`config.mk`:
```
export PLATFORM = sky130hd
export DESIGN_NAME = top_fpga_hid_flat
export DESIGN_NICKNAME = d
export VERILOG_FILES = /design/src/rtl/hid_pkg.sv /design/src/rtl/hid_if.sv /design/src/rtl/uart_rx.sv /design/src/rtl/top_fpga_hid.sv /design/src/flat_wrapper.sv
export SDC_FILE = /design/constraint.sdc
export NUM_CORES = 1
export LEC_CHECK = 0
export CORE_MARGIN = 4
export CORE_UTILIZATION = 51
export CTS_CLUSTER_SIZE = 20
export DETAILED_ROUTE_END_ITERATION = 6
export PLACE_DENSITY_LB_ADDON = 0.05
export SLEW_MARGIN = 40
export SYNTH_ARGS = -nofsm -noshare
export SYNTH_HDL_FRONTEND = slang
export SYNTH_SLANG_ARGS = --single-unit
```
`constraint.sdc`:
```
create_clock -name clk -period 1.5 [get_ports clk]
set_input_delay 0.225 -clock clk [delete_from_list [all_inputs] [get_ports clk]]
set_output_delay 0.225 -clock clk [all_outputs]
set_load 0.005 [all_outputs]
```
`src/rtl/hid_pkg.sv`:
```
// Shared types and constants for the HID serial input path: packet markers,
// command codes, coordinate width and the UART/parser state encodings.
package hid_pkg;

    localparam logic [2:0] CMD_MOVE = 3'd1;
    localparam logic [2:0] CMD_DRAW = 3'd2;
    localparam logic [1:0] HDR_MARK = 2'b11;
    localparam int         COORD_W  = 6;

    typedef enum logic [1:0] {
        WAIT_HDR,
        WAIT_X,
        WAIT_Y
    } parse_state_t;

    typedef enum logic [1:0] {
        RX_IDLE,
        RX_START,
        RX_DATA,
        RX_STOP
    } rx_state_t;

    function automatic logic isHeader(input logic [7:0] b);
        return b[7:6] == HDR_MARK;
    endfunction

endpackage

```
`src/rtl/hid_if.sv`:
```
// Screen-side bundle: the command and coordinates of the last complete packet
// plus a one-cycle strobe marking a new packet.
interface hid_if;
    import hid_pkg::*;

    logic [2:0]         cmd_to_screen;
    logic [COORD_W-1:0] x_to_screen;
    logic [COORD_W-1:0] y_to_screen;
    logic               valid_pulse;

    modport master (
        output cmd_to_screen,
        output x_to_screen,
        output y_to_screen,
        output valid_pulse
    );

    modport slave (
        input cmd_to_screen,
        input x_to_screen,
        input y_to_screen,
        input valid_pulse
    );

endinterface

```
`src/rtl/uart_rx.sv`:
```
// 8N1 UART receiver: synchronizes rx, samples mid-bit, LSB first, and emits a
// one-cycle valid with the byte only when the stop bit is high.
module uart_rx
    import hid_pkg::*;
#(
    parameter int CLK_FREQ  = 50_000_000,
    parameter int BAUD_RATE = 9600
) (
    input  logic       clk,
    input  logic       reset,
    input  logic       rx,
    output logic [7:0] data,
    output logic       valid
);

    localparam int CLKS_PER_BIT = CLK_FREQ / BAUD_RATE;
    localparam int HALF_BIT     = CLKS_PER_BIT / 2;
    localparam int CNT_W        = $clog2(CLKS_PER_BIT + 1);
    localparam logic [CNT_W-1:0] FULL_LAST = CNT_W'(CLKS_PER_BIT - 1);
    localparam logic [CNT_W-1:0] HALF_LAST = CNT_W'(HALF_BIT - 1);

    logic             sync1_q;
    logic             sync2_q;
    logic             rxPrev_q;
    rx_state_t        state_q;
    logic [CNT_W-1:0] clkCnt_q;
    logic [2:0]       bitIdx_q;
    logic [7:0]       shift_q;
    logic [7:0]       data_q;
    logic             valid_q;

    // Synchronizer and edge-detect flops reset to the idle-high line level.
    always_ff @(posedge clk) begin
        if (reset) begin
            sync1_q  <= 1'b1;
            sync2_q  <= 1'b1;
            rxPrev_q <= 1'b1;
            state_q  <= RX_IDLE;
            clkCnt_q <= '0;
            bitIdx_q <= '0;
            shift_q  <= '0;
            data_q   <= '0;
            valid_q  <= 1'b0;
        end else begin
            sync1_q  <= rx;
            sync2_q  <= sync1_q;
            rxPrev_q <= sync2_q;
            valid_q  <= 1'b0;
            case (state_q)
                RX_IDLE: begin
                    clkCnt_q <= '0;
                    if (rxPrev_q && !sync2_q) begin
                        state_q <= RX_START;
                    end
                end
                RX_START: begin
                    if (clkCnt_q == HALF_LAST) begin
                        clkCnt_q <= '0;
                        bitIdx_q <= '0;
                        state_q  <= sync2_q ? RX_IDLE : RX_DATA;
                    end else begin
                        clkCnt_q <= clkCnt_q + 1'b1;
                    end
                end
                RX_DATA: begin
                    if (clkCnt_q == FULL_LAST) begin
                        clkCnt_q <= '0;
                        shift_q  <= {sync2_q, shift_q[7:1]};
                        if (bitIdx_q == 3'd7) begin
                            state_q <= RX_STOP;
                        end else begin
                            bitIdx_q <= bitIdx_q + 1'b1;
                        end
                    end else begin
                        clkCnt_q <= clkCnt_q + 1'b1;
                    end
                end
                RX_STOP: begin
                    if (clkCnt_q == FULL_LAST) begin
                        clkCnt_q <= '0;
                        state_q  <= RX_IDLE;
                        if (sync2_q) begin
                            data_q  <= shift_q;
                            valid_q <= 1'b1;
                        end
                    end else begin
                        clkCnt_q <= clkCnt_q + 1'b1;
                    end
                end
                default: state_q <= RX_IDLE;
            endcase
        end
    end

    assign data  = data_q;
    assign valid = valid_q;

endmodule

```
`src/rtl/top_fpga_hid.sv`:
```
// FPGA top of the HID input path: UART bytes are parsed as header/X/Y packets
// and presented to the painter with a one-cycle valid strobe.
module top_fpga_hid
    import hid_pkg::*;
#(
    parameter int CLK_FREQ  = 50_000_000,
    parameter int BAUD_RATE = 9600
) (
    input  logic  clk,
    input  logic  reset_btn,
    input  logic  rx_pin,
    hid_if.master scr
);

    logic [7:0]         rxByte;
    logic               rxValid;

    parse_state_t       state_q;
    logic [2:0]         cmdLatch_q;
    logic [COORD_W-1:0] xLatch_q;
    logic [2:0]         cmd_q;
    logic [COORD_W-1:0] x_q;
    logic [COORD_W-1:0] y_q;
    logic               valid_q;

    uart_rx #(
        .CLK_FREQ  (CLK_FREQ),
        .BAUD_RATE (BAUD_RATE)
    ) u_uart_rx (
        .clk   (clk),
        .reset (reset_btn),
        .rx    (rx_pin),
        .data  (rxByte),
        .valid (rxValid)
    );

    // A header byte in any state restarts the packet, so a lost byte costs one packet at most.
    always_ff @(posedge clk) begin
        if (reset_btn) begin
            state_q    <= WAIT_HDR;
            cmdLatch_q <= '0;
            xLatch_q   <= '0;
            cmd_q      <= '0;
            x_q        <= '0;
            y_q        <= '0;
            valid_q    <= 1'b0;
        end else begin
            valid_q <= 1'b0;
            if (rxValid) begin
                if (isHeader(rxByte)) begin
                    cmdLatch_q <= rxByte[2:0];
                    state_q    <= WAIT_X;
                end else begin
                    case (state_q)
                        WAIT_X: begin
                            xLatch_q <= rxByte[COORD_W-1:0];
                            state_q  <= WAIT_Y;
                        end
                        WAIT_Y: begin
                            cmd_q   <= cmdLatch_q;
                            x_q     <= xLatch_q;
                            y_q     <= rxByte[COORD_W-1:0];
                            valid_q <= 1'b1;
                            state_q <= WAIT_HDR;
                        end
                        default: state_q <= WAIT_HDR;
                    endcase
                end
            end
        end
    end

    assign scr.cmd_to_screen = cmd_q;
    assign scr.x_to_screen   = x_q;
    assign scr.y_to_screen   = y_q;
    assign scr.valid_pulse   = valid_q;

endmodule

```
`src/flat_wrapper.sv`:
```
// flat-port wrapper written by rule: the top's interface ports become plain ports
module top_fpga_hid_flat import hid_pkg::*;
#(
    parameter int CLK_FREQ  = 50_000_000,
    parameter int BAUD_RATE = 9600
)
  (clk, reset_btn, rx_pin, scr_cmd_to_screen, scr_x_to_screen, scr_y_to_screen, scr_valid_pulse);
  hid_if scr_i ();
  input  logic clk;
  input  logic reset_btn;
  input  logic rx_pin;
  output wire logic [$bits(scr_i.cmd_to_screen)-1:0] scr_cmd_to_screen;
  output wire logic [$bits(scr_i.x_to_screen)-1:0] scr_x_to_screen;
  output wire logic [$bits(scr_i.y_to_screen)-1:0] scr_y_to_screen;
  output wire logic [$bits(scr_i.valid_pulse)-1:0] scr_valid_pulse;
  assign scr_cmd_to_screen = scr_i.cmd_to_screen;
  assign scr_x_to_screen = scr_i.x_to_screen;
  assign scr_y_to_screen = scr_i.y_to_screen;
  assign scr_valid_pulse = scr_i.valid_pulse;
  top_fpga_hid #(.CLK_FREQ(CLK_FREQ), .BAUD_RATE(BAUD_RATE)) u_core (.clk(clk), .reset_btn(reset_btn), .rx_pin(rx_pin), .scr(scr_i));
endmodule
```
==> results of run 1 <==
-- registers in the layout, indices dropped and copies added (netlist names), 3 cells and up, named ones only --
| name | cells |
|---|---|
| u_core.u_uart_rx.shift_q | 8 |
| u_core.u_uart_rx.bitIdx_q | 3 |
| u_core.scr.y_to_screen | 6 |
| u_core.xLatch_q | 6 |
| u_core.u_uart_rx.clkCnt_q | 13 |
| u_core.scr.cmd_to_screen | 3 |
| u_core.cmdLatch_q | 3 |
| u_core.u_uart_rx.data | 8 |
| u_core.scr.x_to_screen | 6 |
-- cell usage in the layout, fill, tap and decap left out, types with 4 or more instances in the layout --
| master | synthesis | final |
|---|---|---|
| buf_4 | 0 | 20 |
| clkbuf_8 | 0 | 10 |
| clkdlybuf4s50_1 | 0 | 17 |
| dfxtp_1 | 65 | 58 |
| dfxtp_2 | 0 | 6 |
| inv_1 | 6 | 6 |
| mux2i_1 | 41 | 40 |
| nand3_1 | 11 | 10 |
| nor2_1 | 59 | 50 |
| nor2_4 | 0 | 7 |
| or2_2 | 4 | 4 |
| xnor2_1 | 8 | 8 |
-- Yosys cell counts (all sizes together) (4+ instances only) --
| cell | number | area (µm²) |
|---|---|---|
| dfxtp | 65 | 1301 |
| nor2 | 59 | 221.5 |
| mux2i | 41 | 410.4 |
| nand3 | 11 | 55.05 |
| xnor2 | 8 | 70.07 |
| clkbuf | 6 | 22.52 |
| inv | 6 | 22.52 |
| a21oi | 5 | 25.02 |
| nand4 | 5 | 52.55 |
| and3 | 4 | 25.02 |
| buf | 4 | 20.02 |
| or2 | 4 | 25.02 |
-- worst max path at each step --
stage | startpoint | end
after CTS | u_core.u_uart_rx.bitIdx_q[0] | u_core.u_uart_rx.bitIdx_q[2]
after global placement | u_core.u_uart_rx.bitIdx_q[0] | u_core.u_uart_rx.bitIdx_q[1]
after floorplan | u_core.u_uart_rx.bitIdx_q[0] | u_core.u_uart_rx.bitIdx_q[1]
final | u_core.u_uart_rx.bitIdx_q[1] | u_core.u_uart_rx.bitIdx_q[2]
after global routing | u_core.u_uart_rx.bitIdx_q[1] | u_core.u_uart_rx.bitIdx_q[1]
after detailed placement | u_core.u_uart_rx.bitIdx_q[0] | u_core.u_uart_rx.bitIdx_q[2]
-- area by class of cell --
cell class / count / area, µm²
repair buffers: 43 / 402.9
fillers: 372 / 1344
clock buffers: 10 / 137.6
flip-flops and latches: 65 / 1313
well taps: 67 / 83.83
clock inverters: 6 / 90.09
inverters: 6 / 22.52
multi-input cells: 172 / 1393
-- metal layers --
layer  up-vias  wire [µm]  global-route usage, %
met5         -          0                      0
met1       857       2445                  23.53
met2        30       2062                  24.87
li1        961          -                      -
met3        10        143                  3.440
met4         0         95                  9.965
-- worst reg2reg max path: cells and delay by family (launching register included) --
family	cells	cell delay (ns)
AO/OA/AOI/OAI	1	0.13
flip-flops	1	0.33
adder cells (fa/ha/maj)	2	0.32
AND/OR/NAND/NOR	3	0.75
-- cell families after synthesis --
family                     count (synthesis)  synth area share, %
AOI/OAI and AO/OA                         10                2.802
muxes                                     41                16.13
buffers and inverters                     16                2.556
xor gates and xnor gates                  11                3.786
DFF                                       65                51.13
and+or+nand+nor                          107                22.12
adders and majority gates                  3                1.475
-- power groups by stage --
stage          Sequential, mW  Clock [mW]  Combinational (mW)
6_report                 1.73        1.66              0.0443
5_1_grt                  1.73        1.80              0.0481
4_1_cts                  1.73        1.70              0.0403
3_5_place_dp             1.77           0              0.0392
3_3_place_gp             1.77           0              0.0397
2_1_floorplan            1.77           0              0.0282
-- stage by stage --
| step | power, mW | instances | util [%] |
|---|---|---|---|
| finish | 3.434 | 369 | 71.92 |
| global route | 3.579 | 369 | 71.92 |
| CTS | 3.469 | 368 | 67.63 |
| detailed placement | 1.812 | 352 | 62.33 |
| global placement | 1.813 | 352 | 62.33 |
| floorplan | 1.800 | 253 | - |
-- timing repair --
action | 4_1_cts | 5_1_grt
gates cloned | 0 | 0
pin swaps | 2 | 14
gates resized for setup | 6 | 44
setup endpoints to repair | 16 | 25
setup buffers | 0 | 1
==> flow_metrics.env, run 1 <==
export IMPL_status="complete, but fails checks"
export IMPL_failed_checks="negative setup slack"
export IMPL_regToRegStartpoint="u_core.u_uart_rx.bitIdx_q[1]"
export IMPL_period_share_pct=106.8
export IMPL_p_sw_share_pct=20.57
export IMPL_ant_nets=0
export IMPL_die_width_um=78.64
export IMPL_die_h_um=78.64
export IMPL_place_area_um2=2983
export IMPL_rrSetupSlack_ns=-0.10
export IMPL_fin_skew_ns=0.008922
export IMPL_io_buffers=18
export IMPL_ctsHoldBuffers=0
export IMPL_vias=1858
export IMPL_p_switching_mw=0.7063
export IMPL_clockPowerShare_pct=48.3
export IMPL_stdcell_area_um2=3442
export IMPL_required_ns=1.76
export IMPL_drc=0
export IMPL_post_route_worst_setup_slack_ns=-0.1019
export IMPL_ctsHtreeMaxLevel=3
export IMPL_antenna_found_initial=0
export IMPL_finalMaxSlewViolations=0
export IMPL_combPwrFrac_pct=1.3
export IMPL_cp_data_arrival_time_ns=1.87
export IMPL_grt_pass1_wl_um=8273
export IMPL_crit_cells=6
export IMPL_holdPathStages=2
export IMPL_avgSynthCellArea_um2=10.06
export IMPL_clkTransAtPathRegs_ns=0.07
export IMPL_die_area_um2=6184
export IMPL_path_buf_inv=0
export IMPL_reg2reg_to="u_core.u_uart_rx.bitIdx_q[2]"
export IMPL_maxCapViolations=0
export IMPL_period_needed_ns=1.602
export IMPL_start_util_pct=53.18
export IMPL_power_density_nw_per_um2=997.7
export IMPL_nNetsFinal=303
export IMPL_gr_total_overflow=0
export IMPL_fin_tns_setup_ns=-0.2053
export IMPL_numClockSinks=65
export IMPL_routed_via_density=5.035
export IMPL_fmax_mhz=624.3
export IMPL_layout_drive_gt1_share_pct=27.81
export IMPL_clk_latency_ns=0.34
export IMPL_internal_power_mw=2.728
export IMPL_place_worst_setup_slack_ns=-0.1359
export IMPL_place_gp_congestion=0.7614
export IMPL_cts_tree="built"
export IMPL_peakVddDrop_uv=830.3
export IMPL_hold_path_end="u_core.u_uart_rx.bitIdx_q[0]"
export IMPL_setup_viol=3
export IMPL_antennaDiodeCount=0
export IMPL_worst_pin_slew_ns=0.4434
export IMPL_finalHoldWorstSlack_ns=0.1796
export IMPL_drtIter0Drc=76
export IMPL_numCtsBuffers=9
export IMPL_io_pins=19
export IMPL_wl_um=4746
export IMPL_cp_start_kind="flip-flop"
export IMPL_ys_seq_area_share_pct=51.13
export IMPL_pwr_share_seq_pct=50.4
export IMPL_yosysUniqueCellTypes=33
export IMPL_rsz0062_at_grt="yes"
export IMPL_grt_use_total_pct=17.15
export IMPL_crit_type="flip-flop to flip-flop"
export IMPL_critPathTopFamily="simple AND/OR/NAND/NOR gates"
export IMPL_cp_slowest_stage_delay_ns=0.42
export IMPL_relSlewSlack_pct=70.44
export IMPL_yosysWarningCount=0
export IMPL_synthArstFlopShare_pct=0
export IMPL_path_max_fanout=4
export IMPL_grt_pass1_vias=1810
export IMPL_dp_hpwl_um=3108
export IMPL_r2r_cells=6
export IMPL_end_kind="flip-flop"
export IMPL_synth_enable_flop_cells=0
export IMPL_synthToLayoutAreaGrowth_pct=35.25
export IMPL_cts_root_buf="clkbuf_8"
export IMPL_clock_path_buffers=2
export IMPL_core_um2=4786
export IMPL_syn_num_nets=259
export IMPL_dr_pass1_iters=4
export IMPL_crit_chain="ha_4 > ha_4 > nor3b_4 > nand4_4 > or4_1 > a21oi_1"
export IMPL_wire_per_inst_um=12.86
export IMPL_rows=25
export IMPL_synth_seq_cells=65
export IMPL_synth_area_um2=2545
export IMPL_hp_class="input pin to flip-flop"
export IMPL_crit_path_frequent_cell="ha_4"
export IMPL_hold_viol=0
export IMPL_hold_start="reset_btn"
export IMPL_synth_ff_type="dfxtp_1"
export IMPL_leakagePower_nw=1.510
export IMPL_syn_inst=253
export IMPL_grt_max_degree=45
export IMPL_crit_slowest_cell="or4_1"
Note: power is estimated with default switching activity, not from simulation.
==> run 2: changes to the inputs <==
Settings changed: ABC_CLOCK_PERIOD_IN_PS from default to 1500, PLACE_DENSITY_LB_ADDON 0.05 to 0.3.
==> flow_metrics.env, run 2 (synthesized netlist as in run 1, its figures left out) <==
export IMPL_period_share_pct=108.7
export IMPL_rsz0062_at_grt="yes"
export IMPL_crit_type="flip-flop to flip-flop"
export IMPL_power_density_nw_per_um2=937.8
export IMPL_path_max_fanout=5
export IMPL_required_ns=1.77
export IMPL_grt_max_degree=27
export IMPL_reg2reg_to="u_core.u_uart_rx.bitIdx_q[1]"
export IMPL_drtIter0Drc=89
export IMPL_die_width_um=78.64
export IMPL_io_pins=19
export IMPL_cp_start_kind="flip-flop"
export IMPL_ctsHtreeMaxLevel=3
export IMPL_dr_pass1_iters=4
export IMPL_power_total_mw=3.240
export IMPL_layout_drive_gt1_share_pct=29.55
export IMPL_final_common_cell="dfxtp_1"
export IMPL_wl_um=5293
export IMPL_layout_common_cells="57 x dfxtp_1, 48 x nor2_1, 41 x mux2i_1"
export IMPL_finalHoldWorstSlack_ns=0.1918
export IMPL_die_area_um2=6184
export IMPL_utilization_pct=72.18
export IMPL_post_route_worst_setup_slack_ns=-0.1302
export IMPL_start_util_pct=53.18
export IMPL_peakVddDrop_uv=733.0
export IMPL_largest_reg_flops=13
export IMPL_end_kind="flip-flop"
export IMPL_clock_path_buffers=2
export IMPL_failed_checks="negative setup slack"
export IMPL_fmax_mhz=613.4
export IMPL_placed_cells=352
export IMPL_antennaDiodeCount=0
export IMPL_place_gp_congestion=0.8091
export IMPL_combPwrFrac_pct=1.5
export IMPL_hp_class="input pin to flip-flop"
export IMPL_cts_tree="built"
export IMPL_finish_cell_count_without_fillers=375
export IMPL_p_sw_share_pct=21.40
export IMPL_die_h_um=78.64
export IMPL_core_um2=4786
export IMPL_p_switching_mw=0.6932
export IMPL_fin_tns_setup_ns=-0.6346
export IMPL_nNetsFinal=310
export IMPL_cts_root_buf="clkbuf_8"
export IMPL_io_buffers=18
export IMPL_antenna_found_initial=0
export IMPL_drc=0
export IMPL_clk_latency_ns=0.34
export IMPL_period_needed_ns=1.630
export IMPL_hold_viol=0
export IMPL_crit_path_end="u_core.u_uart_rx.bitIdx_q[1]"
export IMPL_routed_via_density=5.163
export IMPL_grt_pass1_vias=1806
export IMPL_maxCapViolations=0
export IMPL_leakagePower_nw=1.537
export IMPL_grt_use_total_pct=16.87
export IMPL_cp_data_arrival_time_ns=1.90
export IMPL_synthToLayoutAreaGrowth_pct=35.74
export IMPL_rows=25
export IMPL_relSlewSlack_pct=76.49
export IMPL_r2r_cells=6
export IMPL_grt_pass1_wl_um=8197
export IMPL_finalMaxSlewViolations=0
export IMPL_max_flop_register="u_core.u_uart_rx.clkCnt_q"
export IMPL_numClockSinks=65
export IMPL_wire_per_inst_um=14.11
export IMPL_internal_power_mw=2.547
export IMPL_status="complete, but fails checks"
export IMPL_vias=1936
export IMPL_ctsHoldBuffers=0
export IMPL_dp_hpwl_um=3147
export IMPL_rrSetupSlack_ns=-0.13
export IMPL_pwr_share_seq_pct=53.5
export IMPL_crit_path_start="u_core.u_uart_rx.bitIdx_q[1]"
export IMPL_fin_skew_ns=0.008574
export IMPL_numCtsBuffers=9
export IMPL_clkTransAtPathRegs_ns=0.07
export IMPL_worst_pin_slew_ns=0.3494
export IMPL_setup_viol=19
export IMPL_regToRegStartpoint="u_core.u_uart_rx.bitIdx_q[1]"
export IMPL_gr_total_overflow=0
export IMPL_clockPowerShare_pct=44.9
export IMPL_ant_nets=0
export IMPL_fillers=343
export IMPL_holdPathStages=2
## run 2: how the worst min path moves through the flow
stage,slack (ns),end,from
after global routing,0.23,u_core.u_uart_rx.bitIdx_q[2],reset_btn
final,0.19,u_core.u_uart_rx.bitIdx_q[2],reset_btn
after CTS,0.19,u_core.u_uart_rx.bitIdx_q[0],reset_btn
after global placement,0.40,u_core.u_uart_rx.sync2_q,u_core.u_uart_rx.sync1_q
after detailed placement,0.40,u_core.u_uart_rx.sync2_q,u_core.u_uart_rx.sync1_q
after floorplan,0.33,u_core.u_uart_rx.sync1_q,rx_pin
## run 2: repair_timing
item	CTS	global route
gates resized for setup	8	39
pin swaps	4	15
buffers inserted	3	4
endpoints found under the setup margin	11	28
gates cloned	0	1
## run 2: area by class of cell
| class | count | area [µm²] | area share, % |
|---|---|---|---|
| well taps | 67 | 83.83 | 2.427 |
| clock buffers | 10 | 137.6 | 3.984 |
| repair buffers | 50 | 469.2 | 13.58 |
| flip-flops and latches | 65 | 1311 | 37.96 |
| inverters | 6 | 22.52 | 0.6519 |
| multi-input cells | 172 | 1374 | 39.77 |
| clock inverters | 5 | 56.30 | 1.630 |
## run 2: routing by layer
| metal | up-vias | wire length [µm] | part of all wire, % | GRT usage [%] |
|---|---|---|---|---|
| met4 | 0 | 152 | 2.9 | 11.54 |
| li1 | 968 | - | - | - |
| met5 | - | 0 | 0 | 0 |
| met2 | 33 | 2555 | 48 | 25.98 |
| met1 | 918 | 2380 | 45 | 20.94 |
| met3 | 17 | 204 | 3.9 | 3.670 |
## run 2: stage by stage
step	setup slack, ns	instance area (µm²)
final	-0.1302	3455
after detailed placement	-0.1601	2983
after global routing	-0.1829	3455
after CTS	-0.1059	3237
after floorplan	-0.08553	2567
after global placement	-0.1160	2983
## run 2: worst max-delay path, stage by stage, from the launching register on
cell and delay [ns]:
dfxtp_2 0.34, ha_4 0.16, ha_4 0.16, nor3b_4 0.19
nand4_4 0.13, or4_1 0.42, a21oi_1 0.15
## run 2: power by group through the flow
stage	Combinational (mW)	Sequential, mW	Clock (mW)
2_1_floorplan	0.0282	1.77	0
3_3_place_gp	0.0423	1.77	0
3_5_place_dp	0.0416	1.77	0
4_1_cts	0.0417	1.73	1.48
5_1_grt	0.0536	1.73	1.56
6_report	0.0494	1.73	1.46
